### src/rtl/key_entry_buffer.sv
// Three-digit BCD guess entry buffer driven by single debounced key presses.
// Optional build macro: KEY_ENTRY_AUTO_COMMIT_EN (digit on a full buffer commits it).
module key_entry_buffer #(
  parameter logic [11:0] SECRET    = 12'h357,
  parameter logic [3:0]  MAX_TRIES = 4'd9
) (
  input  logic        clk,
  input  logic        RSTn,
  input  logic [15:0] key_deb,
  output logic [11:0] data,
  output logic [3:0]  tries,
  output logic [1:0]  result,
  output logic        commit,
  output logic        locked
);

  localparam logic [3:0] KEY_DIGIT_MAX = 4'd9;
  localparam logic [3:0] KEY_ENTER     = 4'd10;
  localparam logic [3:0] KEY_BACK      = 4'd11;
  localparam logic [3:0] KEY_CLEAR     = 4'd12;

  localparam logic [1:0] RES_NONE = 2'b00;
  localparam logic [1:0] RES_LOW  = 2'b01;
  localparam logic [1:0] RES_HIGH = 2'b10;
  localparam logic [1:0] RES_EQ   = 2'b11;

  typedef enum logic [0:0] {ST_ENTRY = 1'b0, ST_DONE = 1'b1} state_t;

  state_t      state_r;
  logic [15:0] prev_key_r;
  logic [11:0] data_r;
  logic [1:0]  count_r;
  logic [3:0]  tries_r;
  logic [1:0]  result_r;
  logic        commit_r;
  logic        locked_r;

  logic [3:0]  key_idx_s;
  logic        onehot_s;
  logic        press_s;
  logic        digit_s;
  logic        auto_s;
  logic        commit_now_s;
  logic [1:0]  cmp_s;

  // Decode which single key is held; multi-key vectors are never presses.
  always_comb begin
    onehot_s = (key_deb != 16'h0000) && ((key_deb & (key_deb - 16'h0001)) == 16'h0000);
    case (key_deb)
      16'h0001: key_idx_s = 4'd0;
      16'h0002: key_idx_s = 4'd1;
      16'h0004: key_idx_s = 4'd2;
      16'h0008: key_idx_s = 4'd3;
      16'h0010: key_idx_s = 4'd4;
      16'h0020: key_idx_s = 4'd5;
      16'h0040: key_idx_s = 4'd6;
      16'h0080: key_idx_s = 4'd7;
      16'h0100: key_idx_s = 4'd8;
      16'h0200: key_idx_s = 4'd9;
      16'h0400: key_idx_s = 4'd10;
      16'h0800: key_idx_s = 4'd11;
      16'h1000: key_idx_s = 4'd12;
      16'h2000: key_idx_s = 4'd13;
      16'h4000: key_idx_s = 4'd14;
      16'h8000: key_idx_s = 4'd15;
      default:  key_idx_s = 4'd0;
    endcase
  end

  // Press qualification, commit decision and guess comparison.
  always_comb begin
    press_s = (prev_key_r == 16'h0000) && onehot_s;
    digit_s = (key_idx_s <= KEY_DIGIT_MAX);
`ifdef KEY_ENTRY_AUTO_COMMIT_EN
    auto_s = digit_s && (count_r == 2'd3);
`else
    auto_s = 1'b0;
`endif
    commit_now_s = press_s && (state_r == ST_ENTRY) &&
                   (((key_idx_s == KEY_ENTER) && (count_r != 2'd0)) || auto_s);
    if (data_r < SECRET) begin
      cmp_s = RES_LOW;
    end else if (data_r > SECRET) begin
      cmp_s = RES_HIGH;
    end else begin
      cmp_s = RES_EQ;
    end
  end

  // Game state, entry buffer and registered outputs.
  always_ff @(posedge clk) begin
    if (!RSTn) begin
      state_r    <= ST_ENTRY;
      prev_key_r <= 16'hFFFF;
      data_r     <= 12'h000;
      count_r    <= 2'd0;
      tries_r    <= 4'd0;
      result_r   <= RES_NONE;
      commit_r   <= 1'b0;
      locked_r   <= 1'b0;
    end else begin
      prev_key_r <= key_deb;
      commit_r   <= 1'b0;
      if (commit_now_s) begin
        commit_r <= 1'b1;
        tries_r  <= (tries_r < MAX_TRIES) ? (tries_r + 4'd1) : MAX_TRIES;
        result_r <= cmp_s;
        if (cmp_s == RES_EQ) begin
          state_r  <= ST_DONE;
          locked_r <= 1'b1;
        end else begin
          data_r  <= 12'h000;
          count_r <= 2'd0;
        end
      end else if (press_s) begin
        case (state_r)
          ST_ENTRY: begin
            if (digit_s) begin
              if (count_r != 2'd3) begin
                data_r  <= {data_r[7:0], key_idx_s};
                count_r <= count_r + 2'd1;
              end
            end else if (key_idx_s == KEY_BACK) begin
              if (count_r != 2'd0) begin
                data_r  <= {4'h0, data_r[11:4]};
                count_r <= count_r - 2'd1;
              end
            end else if (key_idx_s == KEY_CLEAR) begin
              data_r  <= 12'h000;
              count_r <= 2'd0;
            end
          end
          ST_DONE: begin
            if (key_idx_s == KEY_CLEAR) begin
              state_r  <= ST_ENTRY;
              data_r   <= 12'h000;
              count_r  <= 2'd0;
              tries_r  <= 4'd0;
              result_r <= RES_NONE;
              locked_r <= 1'b0;
            end
          end
          default: begin
            state_r  <= ST_ENTRY;
            locked_r <= 1'b0;
          end
        endcase
      end
    end
  end

  assign data   = data_r;
  assign tries  = tries_r;
  assign result = result_r;
  assign commit = commit_r;
  assign locked = locked_r;

endmodule

### config.mk
export PLATFORM = sky130hd
export DESIGN_NAME = key_entry_buffer
export DESIGN_NICKNAME = d
export VERILOG_FILES = /design/src/rtl/key_entry_buffer.sv
export SDC_FILE = /design/constraint.sdc
export NUM_CORES = 1
export LEC_CHECK = 0
export ABC_AREA = 1
export CELL_PAD_IN_SITES_DETAIL_PLACEMENT = 2
export CELL_PAD_IN_SITES_GLOBAL_PLACEMENT = 2
export CORE_ASPECT_RATIO = 2
export CORE_MARGIN = 5
export CORE_UTILIZATION = 31
export CTS_CLUSTER_SIZE = 40
export DETAILED_ROUTE_END_ITERATION = 8
export PLACE_DENSITY = 0.8
export SETUP_SLACK_MARGIN = 0.3
export SLEW_MARGIN = 0
export SYNTH_ARGS = -nofsm -noshare
export SYNTH_HDL_FRONTEND = slang
export SYNTH_SLANG_ARGS = --single-unit
### constraint.sdc
create_clock -name clk -period 6.2 [get_ports clk]
set_input_delay 1.55 -clock clk [delete_from_list [all_inputs] [get_ports clk]]
set_output_delay 1.55 -clock clk [all_outputs]
set_load 0.05 [all_outputs]
==> results.md <==
- Row cnt: 47
- CP peak stage delay: 0.49 ns
- H-tree levels: 2
- Syn_area_per_cell: 6.37 µm²
- Antenna Cells: 0
- Root Buffer: clkbuf_16
- Max-slew violations: 0
- Initial antenna violation count: 0
- Commonest cells after routing, fill and taps aside: 104 x nand2_1, 53 x nor2_1, 48 x inv_1
- Syn Nets: 425
- Leak pwr: 1.28 nW
- Hold WC Path Type: flop to flop
- Synth Warn #: 0
- Final WL: 9.12 mm
- Routed WL per cell: 17.0 µm
- CP Capture Type: flop
- Cts hold-fix bufs: 0
- RSZ-0062 raised after global routing: no
- Peak supply drop: approximately 0.12 mV
- Crit path required time: 6.35 ns
- First-pass detailed-route iteration total: 4
- PD cells: 180 nW/µm²
- Routed vias/inst: 5.11
- Slew headroom: a little under half
- Crit path cell chain: clkdlybuf4s50_1 > nor2_2 > nand2_1 > nor2_4 > nand3_1 > nand2_1 > nand3_2 > o211ai_4 > inv_2 > o21ai_0 > a21oi_1
- Final min period: between 4 and 5 ns
- DIE AREA: approximately 10000 µm²
- Design Power: 561 µW
- I/O pin cnt: 38
- Cell Count, Final, Fillers Out: 536
- Final hold vios: 0
- CP max-delay cell: clkdlybuf4s50_1
- Core area: 8170 µm²
- Peak Freq: 247 MHz
- Antenna Nets Post-Route: 0
- Commonest non-fill, non-tap cell in the layout: nand2_1
- FFs w/ async S/R, synth: 0%
- Crit path kind: input port to flop
- Nets: 459
- Outcome: finished, final reports clean
- Synth Register Bits: 39
- First-pass GRT wire length: 14.9 mm
- Gr ovfl total: 0
- Die Span Y: 139 µm
- Post-CTS sizing: 0
- Post-synth EDFFs: 0
- Largest net degree at the start of global routing: 21
- Fin Setup TNS: 0 ns
- WP data arrival: 4.20 ns
- Element type at the critical path start: input port
- CTS max path bufs: 2
- Die W: 74.4 µm
- Final Setup Violations: 0
- Num Clock Sinks: 39
- Hpwl dp: 7.59 mm
- Fin util: 38.2%
- Clock Skews: around 0.0024 ns
- Post-CTS Setup Inserts: 0
- Initial Util: 31.4%
- Ys flop type: dfxtp_1
- Clock Pin Slew Worst Setup and Hold Paths: ~0.06 ns
- Layout cells sized above 1: 10.7%
- DR iter-0 viols: 68
- Gpl congestion: 0.821
- GRT Total Usage: 18.8%
- Skew-Pair Late Insertion Delay: 0.29 ns
- Vias: ~2700
- TritonCTS clock tree: built
- Sequential share of the synthesized area: between 30% and 40%
- Post-route DRC violation count: 0
- Most common cell on crit path: nand2_1
- Layout area overhead: 21.6%
- Worst-Margin Slew: ~0.81 ns
- Final period util: 65.3%
- Placed instance count: around 530
- Netlist cell types: 37
- Vias in the first global route: 3078
- CTS Buf Count: 5
- Max Cap Viol: 0
- Fill count: 1046
- CP Max Fanout: 15
- Synthesized netlist cell count: ~400
- Post-synth design cell area: roughly 2600 µm²
- Buffers on Ports: 37
-- worst paths after layout --
check / startpoint / endpoint / slack, ns / cells after the start
setup reg to reg: prev_key_r[11] / count_r[0] / 3.97 / 13
hold reg to reg: locked / locked / 0.49 / 2
setup / recovery: key_deb[7] / data[1] / 2.15 / 11
hold / removal: locked / locked / 0.49 / 2
-- Yosys cell counts (3+ instances only) --
master / number / area share [%]
nor2_1: 53 / 7.7
o21ai_1: 12 / 2.3
nor2_4: 4 / 1.8
nor2_2: 8 / 1.9
nand3_1: 40 / 7.8
nand2_1: 104 / 15
dfxtp_1: 39 / 30
buf_6: 4 / 1.8
nand4_1: 3 / 0.73
nor3_1: 4 / 0.78
nand3b_1: 3 / 0.88
o21ai_2: 3 / 1.0
o21ai_0: 11 / 2.1
nand2_2: 6 / 1.5
inv_1: 48 / 7.0
nand3_2: 6 / 2.3
inv_2: 6 / 0.88
a21oi_1: 21 / 4.1
ha_1: 4 / 1.9
-- stage by stage --
stage	setup WS (ns)	hold slack, ns	instance area [µm²]
global route	1.88	0.529	3120
CTS	2.09	0.504	3120
floorplan	3.05	0.478	2570
finish	2.15	0.494	3120
global placement	1.84	0.462	2990
detailed placement	1.82	0.495	2990
-- layer usage --
metal	global-route usage [%]	up-vias	wire length, µm
met2	37.5	50	5490
met3	1.96	26	222
met5	0	-	0
met4	11.1	0	501
li1	-	1348	-
met1	16.4	1315	2910
-- where the power goes --
part / switching (mW) / leakage (nW) / internal (mW)
registers: 0.00154 / 0.319 / 0.256
clock network: 0.104 / 0.0679 / 0.149
logic: 0.0322 / 0.898 / 0.0182
-- cell families after synthesis --
kind of cell | after synthesis | share of synthesized area [%]
xor gates and xnor gates | 2 | 0.682
buffers and inverters | 65 | 11.0
and+or+nand+nor | 238 | 43.3
DFF | 39 | 30.4
AOI/OAI and AO/OA | 55 | 12.7
adders and majority gates | 4 | 1.95
-- sequential cells by signal, indices dropped and copies added (netlist names) --
register / count
state_r: 1
commit: 1
tries: 4
prev_key_r: 16
locked: 1
result: 2
data: 12
count_r: 2
-- final cells by class --
class / instances / area, µm² / area share, %
Clock buffer: 7 / 133 / 4.25
Clock inverter: 1 / 5.00 / 0.160
Inverter: 55 / 206 / 6.61
Multi-Input combinational cell: 299 / 1510 / 48.2
Sequential cell: 39 / 781 / 25.0
Tap cell: 98 / 123 / 3.93
Timing Repair Buffer: 37 / 370 / 11.9
-- critical path, delay by kind of cell --
| kind | cells | cell delay [ns] |
|---|---|---|
| and+or+nand+nor | 6 | 1.19 |
| buffers and inverters | 2 | 0.73 |
| AOI/OAI and AO/OA | 3 | 0.71 |
Power figures use the tool's default switching activity.
